--- src/rtl/canvas_arbiter.sv ---
`default_nettype none
// +----------------------------------------------------------------------+
// | canvas_arbiter: port-A arbiter for the canvas RAM (clear > rec > mouse)|
// | Rev 1.0 - initial release                                            |
// +----------------------------------------------------------------------+
module canvas_arbiter (
    input  logic       clk,
    input  logic       rst,
    input  logic       clr_req,
    input  logic       rec_req,
    input  logic [9:0] rec_addr,
    input  logic       mou_we,
    input  logic [9:0] mou_addr,
    input  logic       mou_data,
    input  logic       mem_spo,
    output logic [9:0] mem_a,
    output logic       mem_d,
    output logic       mem_we,
    output logic       rec_gnt,
    output logic       rec_valid,
    output logic       rec_data,
    output logic       mou_gnt,
    output logic       clr_busy,
    output logic       clr_done,
    output logic [7:0] drop_cnt
);

    typedef enum logic [1:0] {
        S_IDLE  = 2'd0,
        S_REC   = 2'd1,
        S_CLEAR = 2'd2,
        S_DONE  = 2'd3
    } state_t;

    localparam logic [9:0] C_LAST_ADDR = 10'd1023;
    localparam logic [7:0] C_DROP_MAX  = 8'd255;

    state_t     state_q, state_d;
    logic [9:0] cnt_q, cnt_d;
    logic       clr_pend_q, clr_pend_d;
    logic       rec_valid_q, rec_valid_d;
    logic       rec_data_q, rec_data_d;
    logic [7:0] drop_cnt_q, drop_cnt_d;

    always_comb begin
        state_d    = state_q;
        cnt_d      = cnt_q;
        clr_pend_d = clr_pend_q;
        mem_a      = mou_addr;
        mem_d      = 1'b0;
        mem_we     = 1'b0;
        rec_gnt    = 1'b0;
        mou_gnt    = 1'b0;

        case (state_q)
            S_IDLE: begin
                // rst gating keeps the mouse grant low while reset is held
                mou_gnt = mou_we & ~rec_req & ~clr_req & ~clr_pend_q & rst;
                if (mou_gnt) begin
                    mem_d  = mou_data;
                    mem_we = 1'b1;
                end
                if (clr_req || clr_pend_q) begin
                    state_d    = S_CLEAR;
                    cnt_d      = 10'd0;
                    clr_pend_d = 1'b0;
                end else if (rec_req) begin
                    state_d = S_REC;
                end
            end
            S_REC: begin
                rec_gnt = 1'b1;
                mem_a   = rec_addr;
                if (clr_req) begin
                    clr_pend_d = 1'b1;
                end
                if (!rec_req) begin
                    if (clr_pend_q) begin
                        state_d    = S_CLEAR;
                        cnt_d      = 10'd0;
                        clr_pend_d = 1'b0;
                    end else begin
                        state_d = S_IDLE;
                    end
                end
            end
            S_CLEAR: begin
                mem_a  = cnt_q;
                mem_we = 1'b1;
                cnt_d  = cnt_q + 10'd1;
                if (cnt_q == C_LAST_ADDR) begin
                    state_d = S_DONE;
                end
            end
            S_DONE: begin
                state_d = S_IDLE;
            end
            default: begin
                state_d = S_IDLE;
            end
        endcase
    end

    always_comb begin
        rec_valid_d = (state_q == S_REC);
        rec_data_d  = rec_valid_d ? mem_spo : rec_data_q;
        drop_cnt_d  = drop_cnt_q;
        if (mou_we && !mou_gnt && (drop_cnt_q != C_DROP_MAX)) begin
            drop_cnt_d = drop_cnt_q + 8'd1;
        end
    end

    always_ff @(posedge clk or negedge rst) begin
        if (!rst) begin
            state_q     <= S_IDLE;
            cnt_q       <= 10'd0;
            clr_pend_q  <= 1'b0;
            rec_valid_q <= 1'b0;
            rec_data_q  <= 1'b0;
            drop_cnt_q  <= 8'd0;
        end else begin
            state_q     <= state_d;
            cnt_q       <= cnt_d;
            clr_pend_q  <= clr_pend_d;
            rec_valid_q <= rec_valid_d;
            rec_data_q  <= rec_data_d;
            drop_cnt_q  <= drop_cnt_d;
        end
    end

    assign rec_valid = rec_valid_q;
    assign rec_data  = rec_data_q;
    assign drop_cnt  = drop_cnt_q;
    assign clr_busy  = (state_q == S_CLEAR);
    assign clr_done  = (state_q == S_DONE);

endmodule
`default_nettype wire

--- config.mk ---
export PLATFORM = sky130hd
export DESIGN_NAME = canvas_arbiter
export DESIGN_NICKNAME = d
export VERILOG_FILES = /design/src/rtl/canvas_arbiter.sv
export SDC_FILE = /design/constraint.sdc
export NUM_CORES = 1
export LEC_CHECK = 0
export BUFFER_PORTS_ARGS = -buffer_cell sky130_fd_sc_hd__buf_2
export CAP_MARGIN = 20
export CORE_MARGIN = 4
export CORE_UTILIZATION = 30
export CTS_CLUSTER_SIZE = 25
export DETAILED_ROUTE_END_ITERATION = 7
export PLACE_DENSITY_LB_ADDON = 0.15
export RECOVER_POWER = 25
export SYNTH_ARGS = -nofsm -noshare
export SYNTH_HDL_FRONTEND = slang
export SYNTH_SLANG_ARGS = --single-unit
--- constraint.sdc ---
create_clock -name clk -period 2.7 [get_ports clk]
set_input_delay 0.54 -clock clk [delete_from_list [all_inputs] [get_ports clk]]
set_output_delay 0.54 -clock clk [all_outputs]
set_load 0.02 [all_outputs]
Word-level counts from Yosys, hierarchy flattened
Cells that the tools add are included.
{ "op_classes": {"shifts": 0, "mux": 22, "multipliers": 0, "n_div": 0, "order_cmp": 0, "eq_ne": 10, "reduce_logical": 10, "add_sub_neg": 2, "n_bitwise": 7} }
{ "ops": {"columns": ["operator", "count"], "rows": [
  ["10-bit 2-to-1 mux", 3],
  ["10-bit one-hot mux with 3 select lines", 1],
  ["10-bit one-hot mux with 2 select lines", 1],
  ["10-bit by 1-bit adder with 10-bit output (second input constant)", 1],
  ["10-bit equality test (second input constant)", 1],
  ["2-bit 2-to-1 mux", 5],
  ["1-bit 2-to-1 mux", 9],
  ["8-bit by 1-bit adder with 8-bit output (second input constant)", 1],
  ["8-bit inequality test (second input constant)", 1],
  ["2-bit one-hot mux with 4 select lines", 1],
  ["2-bit inequality test (second input constant)", 3],
  ["1-bit bitwise AND", 4],
  ["2-bit equality test (second input constant)", 2],
  ["1-bit one-hot mux with 2 select lines", 2],
  ["4-bit AND reduction", 1],
  ["3-bit inequality test (second input constant)", 1],
  ["1-bit NOT", 3],
  ["3-bit AND reduction", 1],
  ["3-bit nonzero test", 1],
  ["2-bit by 1-bit equality test with 1-bit output (second input constant)", 1],
  ["1-bit logical AND", 2],
  ["2-bit logical NOT", 1],
  ["2-bit by 1-bit inequality test with 1-bit output (second input constant)", 1],
  ["2-bit AND reduction", 1],
  ["other kinds (3)", 3]
]} }
{ "totals": {"n_memories": 0, "mem_bits_rw": 0, "inputBits": 27, "latch_bits": 0, "romBits": 0, "regBits": 23, "word_cells": 57, "out_inout_bits": 26} }

Logic depth before layout (Yosys ltp)
Gate-level depths: netlist of the first run.
{ "depth": {"word_depth": 9, "depth_mapped": 9, "ltp_nobuf": 6} }

Worst setup path after synthesis of the first run
No wires, ideal clock.
{ "synth_path": {"kind": "flip-flop to output port", "startpoint": "reg state_q[0]", "endpoint": "out mem_a[0]", "n_path_buf": 2, "path_slack_ps": 291, "arrival_time_ps": 1869, "stages_incl_launch_ff": 7, "path_cell_list": "dfrtp_1 > inv_1 > ha_1 > clkbuf_1 > buf_1 > a22oi_1 > a21oi_1"} }
{ "synth_via": {"elab_chain_cells": 2} }
{ "synth_rtl": {"columns": ["item", "line", "rtl"], "rows": [
  ["from (decl)", "38", "state_t state_q, state_d;"],
  ["from (signal assigned)", "122", "state_q <= state_d;"],
  ["2-bit equality test", null, null],
  ["named net clr_busy", "23", "output logic clr_busy,"],
  ["10-bit one-hot mux with 2 select lines", "55", "case (state_q)"],
  ["to (decl)", "16", "output logic [9:0] mem_a,"]
]} }
The timed path passes the listed nets, and every way through them passes these cells.

Worst setup path after layout of the first run
{ "layout_path": {"startpoint": "reg state_q[1]", "endpoint": "out mem_a[5]"} }
{ "layout_via": {"elab_chain_cells": 2} }
{ "layout_rtl": {"columns": ["item", "line"], "rows": [
  ["2-bit equality test or 2-bit by 1-bit equality test with 1-bit output (tied branches)", "55"],
  ["10-bit one-hot mux with 2 select lines (*)", "55"]
]} }
Mark *: on every way between the ends. The rest lies on a longest branch, timed or not.

==> results.yml, run 1 <==
cells_and_area:
  fin_cells: 265
  fin_util_pct: 39.8
  fillCellCount: 475
  design_area_sq_um: 1790
  drive_gt1_share_pct: 31.5
  final_nets: 247
  diodes: 0
  syn_to_final_growth_pct: 24.4
detailed_routing:
  m1WireLength_mm: 1.74
  top_layer: "met4"
  vias_per_cell: 5.12
  wl_per_cell_um: 13.5
  remaining_drc_errors: 0
  detail_route.iter0.violations: 54
  wl_mm: 3.57
  drt_pre_antenna_iters: 6
  ant_nets: 0
  wl_met3_um: 232
  routed-wl-met2_mm: 1.56
  dr_total_vias: 1356
placed_design:
  placed_area_sq_um: 1750
  gp_congestion: 0.792
  place_hpwl_mm: 2.69
  place_inst: 261
  io_buffers: 52
  pre_cts_ws_ns: 0.444
grt:
  antenna_found_initial: 0
  grt-ovfl-total: 0
  grt_max_degree: 23
  grt_pass1_vias: 1279
  track_usage_pct: 12.0
  grt_pass1_wl_mm: 5.95
synthesis:
  synth_seq_cells: 23
  synth-warning-count: 0
  yosysUniqueCellTypes: 37
  synth-simple-area-share_pct: 27.1
  synth_fa_ha_area_share_pct: 5.20
  synth_compound_area_share_pct: 15.3
  synth_edf_count: 0
  syn_area_per_cell_sq_um: 8.91
  synth_area_sq_um: 1440
  muxShareOfSynthArea_pct: 5.29
  synthXorXnorAreaFrac_pct: 3.64
  ys_seq_area_share_pct: 39.9
  async_flop_share_pct: 100
  synth_top_family_by_area: "simple AND/OR/NAND/NOR gates"
  synthesis.instances: 162
  synthFlopType: "dfrtp_1"
  synth.net_count: 195
min_path:
  hold_class: "in -> async"
die:
  start_util_pct: 32.0
  io_pins: 53
  dieArea_sq_um: 5980
  core_area_sq_um: 4500
  row_count: 24
  die_x_um: 77.3
  die_y_um: 77.3
sta:
  relSlewSlack_pct: 31.8
  slew_violations: 0
  worst_slew_pin_slew_ns: 1.02
  setup_ws_ns: 0.237
  grt_setup_unrepaired: "no"
  post-route-period-util_pct: 91.2
  max_freq_mhz: 406
  tns_ns: 0
  hold_slack_ns: 0.158
  setup_viol: 0
  period_minus_slack_ns: 2.46
  final_hold_viol_count: 0
  skew_ns: 0.00450
worst_setup_path:
  crit_type: "reg -> out"
  worst-path-stages: 5
  worst_path_max_delay_cell: "ha_1"
  critical-path-top-delay-family: "adder cells"
  cp.required_ns: 2.16
  rr_worst_depth: 6
  path_buf_inv: 2
  startpoint_type: "register"
  path_max_fanout: 19
  crit_chain: "inv_1 -> ha_1 -> a22oi_1 -> a21oi_1 -> buf_2"
  end_kind: "output port"
  rrSetupSlack_ns: 0.55
  arrival_ns: 1.92
  r2r-start: "state_q[1]"
  reg2reg_to: "cnt_q[9]"
  critPathMaxStageDelay_ns: 0.60
cts:
  clk_path_buf_depth: 2
  post_cts_resized: 0
  worst_skew_pair.late_latency_ns: 0.27
  tritoncts: "done"
  cts_num_sinks: 23
  h-tree-depth: 1
  worst_setup_hold_path_clk_slew_ns: 0.09
  cts-root-buf: "clkbuf_8"
  cts_inserted_buffers: 3
  post_cts_buffers: 0
  ctsHoldBuffers: 0
pwr:
  power_mw: 0.945
  ir_worst_vdd_v: 0.000356
  cellPowerDensity_nw_per_um2: 527
  seq_power_share_pct: 49.6
  power_frac_comb_pct: 27.2
  clkPwrFrac_pct: 23.2
  internal-power_mw: 0.614
  p_leak_nw: 0.861
  p_switching_mw: 0.331
  switching_share_pct: 35.0
run:
  cap_violations: 0
status:
  outcome: "finished clean"
## power groups by stage
stage | logic (mW) | clock network, mW | registers, mW
after global placement | 0.259 | 0 | 0.478
final | 0.257 | 0.219 | 0.469
after floorplan | 0.0900 | 0 | 0.538
after detailed placement | 0.263 | 0 | 0.476
after CTS | 0.263 | 0.233 | 0.471
after global routing | 0.284 | 0.240 | 0.483
## cell usage after synthesis, types with 2 or more instances
cell type	number	area share [%]
nor3_1	4	1.4
o21ai_0	6	2.1
a21oi_1	10	3.5
nor4_1	2	0.87
clkbuf_1	4	1.0
xor2_1	6	3.6
ha_1	6	5.2
nand4_1	5	2.2
nand3_1	8	2.8
buf_2	2	0.69
inv_1	3	0.78
and2_1	2	0.87
mux2_2	5	3.9
o221ai_1	2	1.2
a22oi_1	7	3.6
nor4b_1	2	1.2
or4_1	4	2.1
mux2i_1	2	1.4
nor2_1	15	3.9
dfrtp_1	23	40
o31ai_1	2	1.0
a31oi_1	3	1.3
a211o_1	2	1.2
and3_1	2	0.87
nand2b_1	3	1.3
nand2_1	21	5.5
## cells by family (layout without fill, tap and decap cells)
logic type	after synthesis	in the layout
AND/OR/NAND/NOR	75	75
XOR/XNOR	6	6
flip-flops	23	23
adder cells (fa/ha/maj)	6	6
AO/OA/AOI/OAI	34	34
buffers and inverters	11	62
multiplexers	7	7
## worst max-delay path by stage
stage	slack, ns	end	from
2_1_floorplan	0.29	mem_a[0]	state_q[0]
5_1_grt	0.09	mem_a[5]	state_q[1]
6_report	0.24	mem_a[5]	state_q[1]
3_3_place_gp	0.48	state_q[0]	state_q[0]
3_5_place_dp	0.44	mem_a[8]	state_q[0]
4_1_cts	0.12	mem_a[8]	state_q[0]
## state kept, by name (all words and copies together), names as in the netlist
signal	cells
cnt_q	10
clr_pend_q	1
state_q	2
rec_data	1
rec_valid	1
drop_cnt	8
## layout make-up
type                            count  area, sq um  share of cell area (%)
Multi-Input combinational cell    128          818                    45.6
Sequential cell                    23          576                    32.1
Timing Repair Buffer               55          278                    15.5
Tap cell                           52         65.1                    3.63
Clock buffer                        3         41.3                    2.30
Inverter                            3         11.3                   0.628
Clock inverter                      1         5.00                   0.279
## layout by cell type (no fill, tap or decap), types with 2 or more instances in the layout
cell / instances
nor4b_1: 2
nand2b_1: 3
a31oi_1: 3
and2_1: 2
clkbuf_1: 2
o21ai_0: 6
and3_1: 2
xor2_1: 6
nor2_1: 15
clkbuf_8: 3
inv_1: 3
buf_2: 51
ha_1: 5
nor3_1: 4
a22oi_1: 7
o31ai_1: 2
mux2_2: 5
dfrtp_1: 23
or4_1: 4
a21oi_1: 10
mux2i_1: 2
nor4_1: 2
o221ai_1: 2
nand4_1: 5
nand3_1: 8
nand2_1: 21
a211o_1: 2
buf_4: 2
## layer usage
| layer | global-route usage (%) | vias to the layer above |
|---|---|---|
| met5 | 0 | - |
| met4 | 4.27 | 0 |
| met3 | 1.97 | 4 |
| met2 | 19.9 | 47 |
| met1 | 15.9 | 611 |
| li1 | - | 694 |
Power figures use the tool's default switching activity.
==> run 2, diff against run 1 <==
--- a/config.mk
+++ b/config.mk
@@ -6,8 +6,7 @@
 export NUM_CORES = 1
 export LEC_CHECK = 0
 export BUFFER_PORTS_ARGS = -buffer_cell sky130_fd_sc_hd__buf_2
-export CAP_MARGIN = 20
-export CORE_MARGIN = 4
+export CAP_MARGIN = 5
 export CORE_UTILIZATION = 30
 export CTS_CLUSTER_SIZE = 25
 export DETAILED_ROUTE_END_ITERATION = 7
==> run 2 against run 1 <==
Design area rose by 1.1%. Final cell count rose by 1.1%. Global-route usage rose by 1.8 points. First-iteration DRC count rose by 15%. Die area fell by 15%. Clock skew barely moved. Total power barely moved. The run now ends with design-rule violations left. Worst setup slack improved by 0.047 ns. Sequential share of layout area fell by 0.35 points. Sequential power barely moved. Fmax rose by 1.9%.
==> results.yml, run 2 (synthesis results as in run 1) <==
detailed_routing:
  dr_total_vias: 1378
  remaining_drc_errors: 8
  drt_pre_antenna_iters: 8
  vias_per_cell: 5.14
  ant_nets: 0
  wl_per_cell_um: 12.7
  detail_route.iter0.violations: 62
  wl_mm: 3.41
cells_and_area:
  fin_cells: 268
  largest_reg_flops: 10
  syn_to_final_growth_pct: 25.8
  design_area_sq_um: 1810
  final_nets: 250
  diodes: 0
  layout_commonest_cell: "buf_2"
  layout_common_cells: "buf_2, dfrtp_1, nand2_1, nor2_1, a21oi_1"
  fin_util_pct: 40.5
  regMostFlops: "cnt_q"
  drive_gt1_share_pct: 31.9
grt:
  gr-usage-met3_pct: 1.97
  met1_usage_pct: 18.6
  antenna_found_initial: 0
  use_met2_pct: 23.2
  top_usage_layer: "met2"
  grt_max_degree: 21
  grt_pass1_vias: 1259
  grt_pass1_wl_mm: 5.63
  track_usage_pct: 13.8
  grt-ovfl-total: 0
worst_setup_path:
  crit_type: "reg -> out"
  cp.required_ns: 2.16
  startpoint_type: "register"
  critical-path-top-delay-family: "simple AND/OR/NAND/NOR gates"
  worst_path_max_delay_cell: "dfrtp_1"
  end_kind: "output port"
  crit_chain: "inv_1 -> ha_1 -> nor4b_1 -> buf_4 -> and3_1 -> or2_2 -> buf_2"
  arrival_ns: 1.88
  critPathMaxStageDelay_ns: 0.40
  path_buf_inv: 3
  path_max_fanout: 5
run:
  cap_violations: 0
die:
  core_area_sq_um: 4470
  die_y_um: 71.3
  start_util_pct: 32.2
  row_count: 24
  dieArea_sq_um: 5090
  io_pins: 53
  die_x_um: 71.3
placed_design:
  placed_area_sq_um: 1770
  place_inst: 264
  pre_cts_ws_ns: 0.578
  place_hpwl_mm: 2.60
  io_buffers: 52
  gp_congestion: 0.767
sta:
  post-route-period-util_pct: 89.5
  grt_setup_unrepaired: "no"
  setup_ws_ns: 0.284
  hold_slack_ns: 0.280
  worst_slew_pin_slew_ns: 0.737
  relSlewSlack_pct: 50.9
  period_minus_slack_ns: 2.42
  final_hold_viol_count: 0
  setup_viol: 0
  tns_ns: 0
  slew_violations: 0
  max_freq_mhz: 414
  skew_ns: 0.00410
min_path:
  hold_class: "in -> async"
cts:
  cts-root-buf: "clkbuf_8"
  cts_num_sinks: 23
  post_cts_buffers: 0
  worst_skew_pair.late_latency_ns: 0.26
  clk_path_buf_depth: 2
  cts_inserted_buffers: 3
  h-tree-depth: 1
  tritoncts: "done"
  worst_setup_hold_path_clk_slew_ns: 0.09
  post_cts_resized: 0
  ctsHoldBuffers: 0
status:
  violations: "design-rule violations"
  outcome: "complete, but fails checks"
pwr:
  p_leak_nw: 0.876
  ir_worst_vdd_v: 0.000391
  power_mw: 0.945
  cellPowerDensity_nw_per_um2: 521
[run 2: cell count changes in the layout (fill, tap and decap cells not counted)]
cell / previous run / this run
ha_1: 5 / 6
ha_2: 1 / 0
buf_4: 2 / 5
[run 2: final timing paths]
kind                                  to  depth (start not counted)        from  slack [ns]
worst min-delay path            rec_data                          1         rst        0.28
max in group asynchronous       cnt_q[1]                          2         rst        1.33
worst min register to register  rec_data                          1    rec_data        0.51
min in group clk                rec_data                          2     mem_spo        0.50
worst max register to register  cnt_q[6]                          7  state_q[0]        0.64
worst max-delay path              mem_we                          7  state_q[0]        0.28
[run 2: power by group]
group          leakage [nW]  internal (mW)  switching (mW)  total (mW)
clock                0.0255          0.103           0.115       0.218
combinational         0.576          0.109           0.147       0.256
sequential            0.275          0.401          0.0702       0.471
total                 0.876          0.614           0.332       0.945
[run 2: per-layer routing]
layer | part of all wire [%] | vias to the layer above | wire (um)
met3 | 6.2 | 2 | 211
met4 | 0.56 | 0 | 19
met1 | 50 | 626 | 1700
met5 | 0 | - | 0
li1 | - | 707 | -
met2 | 43 | 43 | 1480
[run 2: area by class of cell]
cell class	instances	area, sq um
clock buffer	3	41.3
clock inverter	1	5.00
fill	466	2660
inverter	3	11.3
multi-input combinational	128	816
sequential	23	576
tap	52	65.1
timing repair buffer	58	300
